`src/rtl/pe_wload_pkg.sv`:
```
// pe_wload_pkg: shared definitions for the PE weight loader.
//   - wload_state_e : loader FSM states (StCheck only with PE_WLOAD_CHECKSUM_EN)
//   - Addr*Msb/Lsb  : field positions inside the 32-bit weight write address
//   - AddrType*Dflt : default type-field values for kernel and bias writes
// Configuration macro: PE_WLOAD_CHECKSUM_EN (adds the trailer/check state).
package pe_wload_pkg;

    typedef enum logic [2:0] {
        StIdle,
        StKernel,
        StBias,
`ifdef PE_WLOAD_CHECKSUM_EN
        StCheck,
`endif
        StDone
    } wload_state_e;

    // Address layout: {type[31:24], channel[23:16], position[15:8], 8'h00}
    localparam int unsigned AddrTypeMsb = 31;
    localparam int unsigned AddrTypeLsb = 24;
    localparam int unsigned AddrChMsb   = 23;
    localparam int unsigned AddrChLsb   = 16;
    localparam int unsigned AddrPosMsb  = 15;
    localparam int unsigned AddrPosLsb  = 8;

    localparam logic [7:0] AddrTypeKernelDflt = 8'h00;
    localparam logic [7:0] AddrTypeBiasDflt   = 8'h01;

endpackage

```
`src/rtl/pe_wload_addr_gen.sv`:
```
// pe_wload_addr_gen: channel/position counters and packed write address.
// Ports:
//   clk, rst_n    : clock, asynchronous active-low reset
//   clear_i       : zero both counters (new load)
//   kernel_adv_i  : step position, wrapping into the next channel
//   bias_adv_i    : step channel, position held at 0
//   bias_sel_i    : select bias type field and force position 0 in addr_o
//   pos_last_o    : position is the last kernel word of a channel
//   ch_last_o     : channel is the last output channel
//   addr_o        : packed address for the current counters
// WORDS_PER_CH must be <= 256 so the position fits the 8-bit field.
module pe_wload_addr_gen
    import pe_wload_pkg::*;
#(
    parameter int unsigned OUT_CHANNEL      = 4,
    parameter int unsigned WORDS_PER_CH     = 18,
    parameter logic [7:0]  ADDR_TYPE_KERNEL = AddrTypeKernelDflt,
    parameter logic [7:0]  ADDR_TYPE_BIAS   = AddrTypeBiasDflt
) (
    input  logic        clk,
    input  logic        rst_n,
    input  logic        clear_i,
    input  logic        kernel_adv_i,
    input  logic        bias_adv_i,
    input  logic        bias_sel_i,
    output logic        pos_last_o,
    output logic        ch_last_o,
    output logic [31:0] addr_o
);

    localparam logic [7:0] PosMax = 8'(WORDS_PER_CH - 1);
    localparam logic [7:0] ChMax  = 8'(OUT_CHANNEL - 1);

    logic [7:0] ch_q, ch_d;
    logic [7:0] pos_q, pos_d;

    assign pos_last_o = (pos_q == PosMax);
    assign ch_last_o  = (ch_q == ChMax);

    always_comb begin
        ch_d  = ch_q;
        pos_d = pos_q;
        if (clear_i) begin
            ch_d  = 8'd0;
            pos_d = 8'd0;
        end else if (kernel_adv_i) begin
            if (pos_last_o) begin
                pos_d = 8'd0;
                // Last kernel word of the last channel rewinds for the bias pass.
                ch_d  = ch_last_o ? 8'd0 : ch_q + 8'd1;
            end else begin
                pos_d = pos_q + 8'd1;
            end
        end else if (bias_adv_i) begin
            pos_d = 8'd0;
            ch_d  = ch_last_o ? 8'd0 : ch_q + 8'd1;
        end
    end

    always_ff @(posedge clk or negedge rst_n) begin
        if (!rst_n) begin
            ch_q  <= 8'd0;
            pos_q <= 8'd0;
        end else begin
            ch_q  <= ch_d;
            pos_q <= pos_d;
        end
    end

    always_comb begin
        addr_o = 32'd0;
        addr_o[AddrTypeMsb:AddrTypeLsb] = bias_sel_i ? ADDR_TYPE_BIAS : ADDR_TYPE_KERNEL;
        addr_o[AddrChMsb:AddrChLsb]     = ch_q;
        addr_o[AddrPosMsb:AddrPosLsb]   = bias_sel_i ? 8'd0 : pos_q;
    end

endmodule

```
`src/rtl/pe_weight_loader.sv`:
```
// pe_weight_loader: streams kernel weights then biases into one PE's weight port.
// Ports:
//   clk, rst_n     : clock, asynchronous active-low reset
//   start          : one-cycle pulse, begins a load (ignored unless idle)
//   s_data/s_valid : input word stream; s_ready high while a load consumes words
//   weight_wr_*    : registered write port, one write per accepted data word
//   busy           : load in progress
//   done           : one-cycle pulse on load completion
//   checksum_err   : trailer mismatch (sticky until next start)
// Configuration macro: PE_WLOAD_CHECKSUM_EN. When defined, one trailer word
// holding the 16-bit wrapping sum of all data words follows the biases and is
// compared; otherwise no trailer is consumed and checksum_err is tied 0.
module pe_weight_loader
    import pe_wload_pkg::*;
#(
    parameter int unsigned IN_CHANNEL       = 2,
    parameter int unsigned OUT_CHANNEL      = 4,
    parameter int unsigned KERNEL_0         = 3,
    parameter int unsigned KERNEL_1         = 3,
    parameter logic [7:0]  ADDR_TYPE_KERNEL = AddrTypeKernelDflt,
    parameter logic [7:0]  ADDR_TYPE_BIAS   = AddrTypeBiasDflt
) (
    input  logic        clk,
    input  logic        rst_n,
    input  logic        start,
    input  logic [15:0] s_data,
    input  logic        s_valid,
    output logic        s_ready,
    output logic [15:0] weight_wr_data,
    output logic [31:0] weight_wr_addr,
    output logic        weight_wr_en,
    output logic        busy,
    output logic        done,
    output logic        checksum_err
);

    localparam int unsigned WORDS_PER_CH = KERNEL_0 * KERNEL_1 * IN_CHANNEL;

    wload_state_e state_q, state_d;

    logic        s_ready_q, s_ready_d;
    logic        busy_q, busy_d;
    logic        done_q, done_d;
    logic        wr_en_q, wr_en_d;
    logic [31:0] wr_addr_q, wr_addr_d;
    logic [15:0] wr_data_q, wr_data_d;

    logic        accept;
    logic        cnt_clear, kernel_adv, bias_adv;
    logic        pos_last, ch_last;
    logic [31:0] gen_addr;

`ifdef PE_WLOAD_CHECKSUM_EN
    logic [15:0] sum_q, sum_d;
    logic        err_q, err_d;
`endif

    assign accept = s_valid & s_ready_q;

    pe_wload_addr_gen #(
        .OUT_CHANNEL      (OUT_CHANNEL),
        .WORDS_PER_CH     (WORDS_PER_CH),
        .ADDR_TYPE_KERNEL (ADDR_TYPE_KERNEL),
        .ADDR_TYPE_BIAS   (ADDR_TYPE_BIAS)
    ) u_addr_gen (
        .clk          (clk),
        .rst_n        (rst_n),
        .clear_i      (cnt_clear),
        .kernel_adv_i (kernel_adv),
        .bias_adv_i   (bias_adv),
        .bias_sel_i   (state_q == StBias),
        .pos_last_o   (pos_last),
        .ch_last_o    (ch_last),
        .addr_o       (gen_addr)
    );

    always_comb begin
        state_d    = state_q;
        cnt_clear  = 1'b0;
        kernel_adv = 1'b0;
        bias_adv   = 1'b0;
        wr_en_d    = 1'b0;
        wr_addr_d  = wr_addr_q;
        wr_data_d  = wr_data_q;
`ifdef PE_WLOAD_CHECKSUM_EN
        sum_d      = sum_q;
        err_d      = err_q;
`endif

        unique case (state_q)
            StIdle: begin
                if (start) begin
                    state_d   = StKernel;
                    cnt_clear = 1'b1;
`ifdef PE_WLOAD_CHECKSUM_EN
                    sum_d     = 16'd0;
                    err_d     = 1'b0;
`endif
                end
            end
            StKernel: begin
                if (accept) begin
                    kernel_adv = 1'b1;
                    wr_en_d    = 1'b1;
                    wr_addr_d  = gen_addr;
                    wr_data_d  = {8'h00, s_data[7:0]};
`ifdef PE_WLOAD_CHECKSUM_EN
                    sum_d      = sum_q + s_data;
`endif
                    if (ch_last && pos_last) begin
                        state_d = StBias;
                    end
                end
            end
            StBias: begin
                if (accept) begin
                    bias_adv  = 1'b1;
                    wr_en_d   = 1'b1;
                    wr_addr_d = gen_addr;
                    wr_data_d = s_data;
`ifdef PE_WLOAD_CHECKSUM_EN
                    sum_d     = sum_q + s_data;
                    if (ch_last) begin
                        state_d = StCheck;
                    end
`else
                    if (ch_last) begin
                        state_d = StDone;
                    end
`endif
                end
            end
`ifdef PE_WLOAD_CHECKSUM_EN
            StCheck: begin
                // Trailer word: compared only, never written to the PE.
                if (accept) begin
                    err_d   = (s_data != sum_q);
                    state_d = StDone;
                end
            end
`endif
            StDone: begin
                state_d = StIdle;
            end
            default: begin
                state_d = StIdle;
            end
        endcase

        // Output flags are registered from the next state so they line up
        // with the state they describe.
        s_ready_d = (state_d == StKernel) || (state_d == StBias)
`ifdef PE_WLOAD_CHECKSUM_EN
                    || (state_d == StCheck)
`endif
                    ;
        busy_d    = (state_d != StIdle);
        done_d    = (state_d == StDone);
    end

    always_ff @(posedge clk or negedge rst_n) begin
        if (!rst_n) begin
            state_q   <= StIdle;
            s_ready_q <= 1'b0;
            busy_q    <= 1'b0;
            done_q    <= 1'b0;
            wr_en_q   <= 1'b0;
            wr_addr_q <= 32'd0;
            wr_data_q <= 16'd0;
        end else begin
            state_q   <= state_d;
            s_ready_q <= s_ready_d;
            busy_q    <= busy_d;
            done_q    <= done_d;
            wr_en_q   <= wr_en_d;
            wr_addr_q <= wr_addr_d;
            wr_data_q <= wr_data_d;
        end
    end

`ifdef PE_WLOAD_CHECKSUM_EN
    always_ff @(posedge clk or negedge rst_n) begin
        if (!rst_n) begin
            sum_q <= 16'd0;
            err_q <= 1'b0;
        end else begin
            sum_q <= sum_d;
            err_q <= err_d;
        end
    end

    assign checksum_err = err_q;
`else
    assign checksum_err = 1'b0;
`endif

    assign s_ready        = s_ready_q;
    assign busy           = busy_q;
    assign done           = done_q;
    assign weight_wr_en   = wr_en_q;
    assign weight_wr_addr = wr_addr_q;
    assign weight_wr_data = wr_data_q;

endmodule

```
`config.mk`:
```
export PLATFORM = sky130hd
export DESIGN_NAME = pe_weight_loader
export DESIGN_NICKNAME = d
export VERILOG_FILES = /design/src/rtl/pe_wload_pkg.sv /design/src/rtl/pe_wload_addr_gen.sv /design/src/rtl/pe_weight_loader.sv
export SDC_FILE = /design/constraint.sdc
export NUM_CORES = 1
export LEC_CHECK = 0
export CORE_ASPECT_RATIO = 1.5
export CORE_MARGIN = 1
export CORE_UTILIZATION = 43
export CTS_CLUSTER_DIAMETER = 30
export DETAILED_ROUTE_END_ITERATION = 8
export PLACE_DENSITY = 0.75
export SYNTH_ARGS = -nofsm -noshare
export SYNTH_HDL_FRONTEND = slang
export SYNTH_SLANG_ARGS = --single-unit
```
`constraint.sdc`:
```
create_clock -name clk -period 2 [get_ports clk]
set_input_delay 0.3 -clock clk [delete_from_list [all_inputs] [get_ports clk]]
set_output_delay 0.3 -clock clk [all_outputs]
set_load 0.03 [all_outputs]
```
==> impl_metrics.env, run 1 <==
export IMPL_power_density_mw_per_mm2=827.2
export IMPL_slew_headroom_pct=60.39
export IMPL_drive_gt1_share_pct=21.26
export IMPL_die_h_um=97.58
export IMPL_globalRouteOverflowTotal=0
export IMPL_cts_setup_buffers=0
export IMPL_sw_frac_of_total_pct=31.96
export IMPL_dp_hpwl_um=3996
export IMPL_vias_per_cell=5.295
export IMPL_die_area_mm2=0.006413
export IMPL_rr_startpoint="u_addr_gen.pos_q[7]"
export IMPL_yosysWarnings=0
export IMPL_routabilityCongestion=0.8100
export IMPL_core_mm2=0.005828
export IMPL_syn_inst=216
export IMPL_num_rows=34
export IMPL_fmax_mhz=532.0
export IMPL_place_ws_ns=-0.1702
export IMPL_worstRegToRegCells=4
export IMPL_synth_xor_area_share_pct=1.672
export IMPL_fin_ws_ns=0.1204
export IMPL_grt_usage_pct=18.34
export IMPL_crit_type="register to register"
export IMPL_status="complete, no violations"
export IMPL_cts_buffers=5
export IMPL_h_tree_depth=2
export IMPL_r2r_slack_ns=0.12
export IMPL_synth_seq_cells=56
export IMPL_peakVddDrop_mv=0.7152
export IMPL_firstDrtPassIters=4
export IMPL_fin_crit_ns=1.880
export IMPL_cp_max_fo=6
export IMPL_crit_path_end_kind="register"
export IMPL_cts_tree="yes"
export IMPL_min_from="weight_wr_addr[15]"
export IMPL_finalHoldViolCount=0
export IMPL_worst_slew_pin_slew_ns=0.5941
export IMPL_grt_pass1_wl_um=9135
export IMPL_slew_violations=0
export IMPL_pwr_share_clk_pct=21.7
export IMPL_maxCapViolCount=0
export IMPL_clkSinkCount=56
export IMPL_start_util_pct=44.93
export IMPL_p_leak_uw=0.001573
export IMPL_io_pins=73
export IMPL_hold_path_class="register to register"
export IMPL_yosys_area_share_simple_pct=12.57
export IMPL_fin_nets=323
export IMPL_hold_end="weight_wr_addr[15]"
export IMPL_grt_pass1_vias=2047
export IMPL_critical_path_startpoint_type="register"
export IMPL_cp_required_ns=2.20
export IMPL_power_share_combinational_pct=31.5
export IMPL_area_delta_synth_final_pct=33.64
export IMPL_fin_skew_ns=0.003873
export IMPL_final_common_cell="dfrtp_1"
export IMPL_diodes=0
export IMPL_routed_wl_um=5440
export IMPL_fin_crit_sh_pct=93.98
export IMPL_routedWlPerCell_um=14.58
export IMPL_clock_path_buffers=2
export IMPL_holdPathStages=1
export IMPL_post_synth_cell_area_avg_um2=12.12
export IMPL_final_cell_mix="dfrtp_1 (56), clkdlybuf4s50_1 (55), buf_4 (25)"
export IMPL_die_w_um=65.72
export IMPL_insertion_delay_ns=0.31
export IMPL_synth_compound_area_share_pct=16.29
export IMPL_ys_types=49
export IMPL_dr_total_vias=1975
export IMPL_setup_viol=0
export IMPL_r2r_end="u_addr_gen.ch_q[2]"
export IMPL_clk_pin_slew_ns=0.09
export IMPL_root_buffer="clkbuf_8"
export IMPL_drtIter0Drc=89
export IMPL_ant_nets=0
export IMPL_synth_adder_area_share_pct=1.433
export IMPL_synth_top_family_by_area="compound AO/OA/AOI/OAI gates"
export IMPL_antenna_found_initial=0
export IMPL_switchingPower_uw=925.1
export IMPL_p_seq_share_pct=46.8
export IMPL_tns_ns=0
export IMPL_syn_area_mm2=0.002619
export IMPL_muxShareOfSynthArea_pct=7.310
export IMPL_port_buffers=56
export IMPL_synth_seq_area_share_pct=53.51
export IMPL_arrival_ns=2.08
export IMPL_rsz0062_at_grt="no"
export IMPL_grt_start_max_net_pins=33
export IMPL_drc=0
export IMPL_power_internal_uw=1970
## critical path: stages, from the launching register on
cell,delay [ns]
dfrtp_1,0.44
or4b_4,0.54
o211a_4,0.31
o31a_1,0.29
a31o_1,0.19
## state kept, by name, indices dropped and copies added (netlist names)
| signal | cells |
|---|---|
| busy | 1 |
| done | 1 |
| s_ready | 1 |
| state_q | 3 |
| u_addr_gen.ch_q | 8 |
| u_addr_gen.pos_q | 8 |
| weight_wr_addr | 17 |
| weight_wr_data | 16 |
| weight_wr_en | 1 |
## final cells by class
cell class / count / area, um^2
fillers: 495 / 2328
flip-flops and latches: 56 / 1401
repair buffers: 84 / 793.3
clock inverters: 1 / 7.507
well taps: 72 / 90.09
clock buffers: 7 / 86.33
inverters: 5 / 18.77
multi-input cells: 148 / 1102
## worst max path at each step
stage / cells after the start / slack, ns / to / from
global route: 6 / 0.03 / u_addr_gen.ch_q[3] / u_addr_gen.ch_q[0]
CTS: 6 / 0.03 / u_addr_gen.ch_q[2] / u_addr_gen.pos_q[1]
floorplan: 6 / 0.07 / u_addr_gen.ch_q[2] / u_addr_gen.pos_q[1]
detailed placement: 5 / -0.17 / u_addr_gen.ch_q[4] / start
global placement: 5 / -0.14 / u_addr_gen.ch_q[2] / start
finish: 4 / 0.12 / u_addr_gen.ch_q[2] / u_addr_gen.pos_q[7]
## metal layers
| layer | wire length, um | global-route usage [%] |
|---|---|---|
| met3 | 257 | 4.225 |
| met4 | 111 | 7.860 |
| met5 | 0 | 0 |
| met2 | 2893 | 31.63 |
| met1 | 2177 | 20.97 |
## power by group through the flow
stage	logic (uW)	registers [uW]	clock network [uW]
after floorplan	303	1590	0
final	912	1350	629
after global routing	972	1370	700
after detailed placement	908	1380	0
after global placement	899	1370	0
after CTS	916	1360	655
## cell families after synthesis
kind of cell,Yosys count
AOI/OAI and AO/OA,52
xor gates and xnor gates,5
adders and majority gates,3
buffers and inverters,28
DFF,56
muxes,17
other,1
and+or+nand+nor,54
## cell usage after synthesis, drive strengths merged
library cell / instances / area share (%)
dfrtp: 56 / 54
buf: 22 / 6.2
a22o: 21 / 7.1
mux2: 17 / 7.3
nor2: 14 / 2.3
nor3: 6 / 1.6
o21ai: 6 / 1.1
inv: 5 / 0.72
nand3: 5 / 0.96
o211ai: 5 / 1.6
xnor2: 5 / 1.7
a311oi: 4 / 1.3
and3: 4 / 0.96
nand2: 4 / 0.67
nor2b: 4 / 0.96
ha: 3 / 1.4
nand2b: 3 / 0.72
a21oi: 2 / 0.38
a31o: 2 / 0.67
a31oi: 2 / 1.1
nand3b: 2 / 0.57
nand4: 2 / 0.48
nand4b: 2 / 0.67
nor4b: 2 / 0.67
o21bai: 2 / 0.57
o31ai: 2 / 0.57
or3b: 2 / 0.67
a211oi: 1 / 0.29
a21o: 1 / 0.29
and3b: 1 / 0.33
clkbuf: 1 / 0.14
conb: 1 / 0.14
o211a: 1 / 0.38
o22ai: 1 / 0.24
o31a: 1 / 0.33
o41ai: 1 / 0.33
or2: 1 / 0.24
or4: 1 / 0.29
or4b: 1 / 0.53
## through the flow
step	cell area, um^2	utilization [%]	hold WS, ns	total power (uW)	instances
2_1_floorplan	2679	-	0.004409	1893	232
3_3_place_gp	3386	58.09	0.3362	2272	364
3_5_place_dp	3386	58.09	0.3410	2287	364
4_1_cts	3497	60.00	0.5103	2927	373
5_1_grt	3500	60.05	0.5180	3045	373
6_report	3500	60.05	0.5055	2895	373
## what timing repair did
action | CTS | global route
setup endpoints to repair | 3 | 8
endpoints found under the hold margin | 15 | 0
gates cloned | 0 | 0
resized for setup | 1 | 1
hold buffers | 1 | 0
(Power assumes the default switching activity.)
==> run 2, diff against run 1 <==
--- a/config.mk
+++ b/config.mk
@@ -7,10 +7,11 @@
 export LEC_CHECK = 0
 export CORE_ASPECT_RATIO = 1.5
 export CORE_MARGIN = 1
-export CORE_UTILIZATION = 43
+export CORE_UTILIZATION = 45
+export CTS_BUF_LIST = sky130_fd_sc_hd__clkbuf_2
 export CTS_CLUSTER_DIAMETER = 30
 export DETAILED_ROUTE_END_ITERATION = 8
-export PLACE_DENSITY = 0.75
+export PLACE_DENSITY = 0.78
 export SYNTH_ARGS = -nofsm -noshare
 export SYNTH_HDL_FRONTEND = slang
 export SYNTH_SLANG_ARGS = --single-unit
==> constraint.sdc (replaced) <==
create_clock -name clk -period 1.7 [get_ports clk]
set_input_delay 0.255 -clock clk [delete_from_list [all_inputs] [get_ports clk]]
set_output_delay 0.255 -clock clk [all_outputs]
set_load 0.03 [all_outputs]
==> run 2 against run 1 <==
  * Sequential power up 18%
  * Count of clock-buffer cells in the layout shrank 1
  * Non-clock buffer count up 25
  * The flow now finishes with violations (setup timing)
  * Via count grew 8.3%
  * Core utilization up 8.0 points
  * Wire length is 20% higher
  * Worst setup slack worse by 0.30 ns
  * Cell count is 6.4% higher
  * Total power up 12%
  * First-iteration DRC count fell by 37%
  * Global-route usage up 4.3 points
  * Cell area is 7.6% higher
==> impl_metrics.env, run 2 (same netlist as run 1, synthesis figures left out) <==
export IMPL_slew_headroom_pct=64.13
export IMPL_core_mm2=0.005533
export IMPL_firstDrtPassIters=4
export IMPL_diodes=0
export IMPL_cp_max_fo=3
export IMPL_drtIter0Drc=56
export IMPL_port_buffers=56
export IMPL_antenna_found_initial=0
export IMPL_insertion_delay_ns=0.45
export IMPL_fin_crit_ns=1.884
export IMPL_root_buffer="clkbuf_2"
export IMPL_place_area_mm2=0.003490
export IMPL_rsz0062_at_grt="yes"
export IMPL_dr_total_vias=2139
export IMPL_p_total_uw=3249
export IMPL_cts_buffers=5
export IMPL_cp_slowest_cell="dfrtp_1"
export IMPL_grt_start_max_net_pins=25
export IMPL_grt_usage_pct=22.60
export IMPL_routedWlPerCell_um=16.38
export IMPL_vias_per_cell=5.388
export IMPL_area_delta_synth_final_pct=43.76
export IMPL_worst_slew_pin_slew_ns=0.5381
export IMPL_io_pins=73
export IMPL_fmax_mhz=530.8
export IMPL_ant_nets=0
export IMPL_clk_pin_slew_ns=0.26
export IMPL_setup_viol=16
export IMPL_design_area_mm2=0.003765
export IMPL_cts_tree="yes"
export IMPL_finalHoldViolCount=0
export IMPL_clkSinkCount=56
export IMPL_fin_skew_ns=0.01775
export IMPL_hold_path_class="input pin to async pin"
export IMPL_tns_ns=-1.825
export IMPL_die_w_um=64.29
export IMPL_worstPathCellList="inv_2, ha_4, or3b_4, or2_1, or4_1, a21oi_2"
export IMPL_maxCapViolCount=0
export IMPL_die_area_mm2=0.006135
export IMPL_violations="setup timing"
export IMPL_cpPeakStageDelay_ns=0.45
export IMPL_routabilityCongestion=0.8658
export IMPL_globalRouteOverflowTotal=0
export IMPL_clock_path_buffers=2
export IMPL_final_common_cell="dfrtp_1"
export IMPL_drc=0
export IMPL_placed_cells=374
export IMPL_p_leak_uw=0.001854
export IMPL_critical_path_n_buffers_inverters=1
export IMPL_start_util_pct=47.33
export IMPL_cp_required_ns=2.09
export IMPL_status="finished, violations left"
export IMPL_critical_path_startpoint_type="register"
export IMPL_final_cell_mix="dfrtp_1 (53), buf_4 (44), dlygate4sd2_1 (36)"
export IMPL_fin_ws_ns=-0.1840
export IMPL_peakVddDrop_mv=0.6214
export IMPL_drive_gt1_share_pct=34.86
export IMPL_routed_wl_um=6504
export IMPL_largest_reg_flops=17
export IMPL_die_h_um=95.43
export IMPL_grt_pass1_wl_um=10410
export IMPL_fin_nets=349
export IMPL_place_ws_ns=-0.5565
export IMPL_crit_type="register to register"
export IMPL_dp_hpwl_um=4112
export IMPL_h_tree_depth=2
export IMPL_fin_crit_sh_pct=110.8
export IMPL_arrival_ns=2.28
export IMPL_stdcell_count=397
export IMPL_crit_family="simple AND/OR/NAND/NOR gates"
export IMPL_crit_path_end_kind="register"
export IMPL_grt_pass1_vias=2145
export IMPL_slew_violations=0
export IMPL_num_rows=33
export IMPL_power_density_mw_per_mm2=863.0
==> run 2: worst paths after layout <==
check / to / slack (ns) / from / cells after the start
min reg2reg: weight_wr_data[9] / 0.53 / weight_wr_data[9] / 1
min: weight_wr_data[5] / 0.27 / rst_n / 2
max reg2reg: state_q[1] / -0.18 / u_addr_gen.pos_q[1] / 6
max: state_q[1] / -0.18 / u_addr_gen.pos_q[1] / 6
min in group clk: weight_wr_data[1] / 0.38 / s_data[1] / 2
max in group asynchronous: u_addr_gen.ch_q[3] / 0.74 / rst_n / 3
==> run 2: where the power goes <==
part	internal, uW	switching, uW	leakage, uW
Clock	102	406	0.0000266
Combinational	489	658	0.00108
Sequential	1500	97.6	0.000746
Total	2090	1160	0.00185
==> run 2: area by class of cell <==
cell class | instances | area, um^2
Clock buffer | 6 | 30.03
Clock inverter | 2 | 11.26
Fill cell | 452 | 1768
Inverter | 5 | 18.77
Multi-Input combinational cell | 149 | 1259
Sequential cell | 56 | 1405
Tap cell | 70 | 87.58
Timing Repair Buffer | 109 | 953.4
==> run 2: repair_timing <==
| item | in CTS | in global routing |
|---|---|---|
| setup endpoints to repair | 86 | 35 |
| gates cloned | 1 | 0 |
| buffers inserted | 11 | 2 |
| resized for setup | 60 | 17 |
| pin swaps | 18 | 7 |
| hold buffers | 1 | 0 |
| endpoints found under the hold margin | 22 | 0 |
==> run 2: metal layers <==
layer / GRT usage [%] / part of all wire, %
met1: 24.46 / 38
met4: 7.778 / 2.1
met5: 0 / 0
met2: 42.81 / 56
met3: 4.785 / 4.0
==> run 2: per-stage QoR <==
stage / hold WS (ns) / util [%]
3_5_place_dp: 0.2553 / 63.07
4_1_cts: 0.2717 / 66.76
2_1_floorplan: -0.04059 / -
5_1_grt: 0.2574 / 68.05
6_report: 0.2689 / 68.05
3_3_place_gp: 0.2441 / 63.07
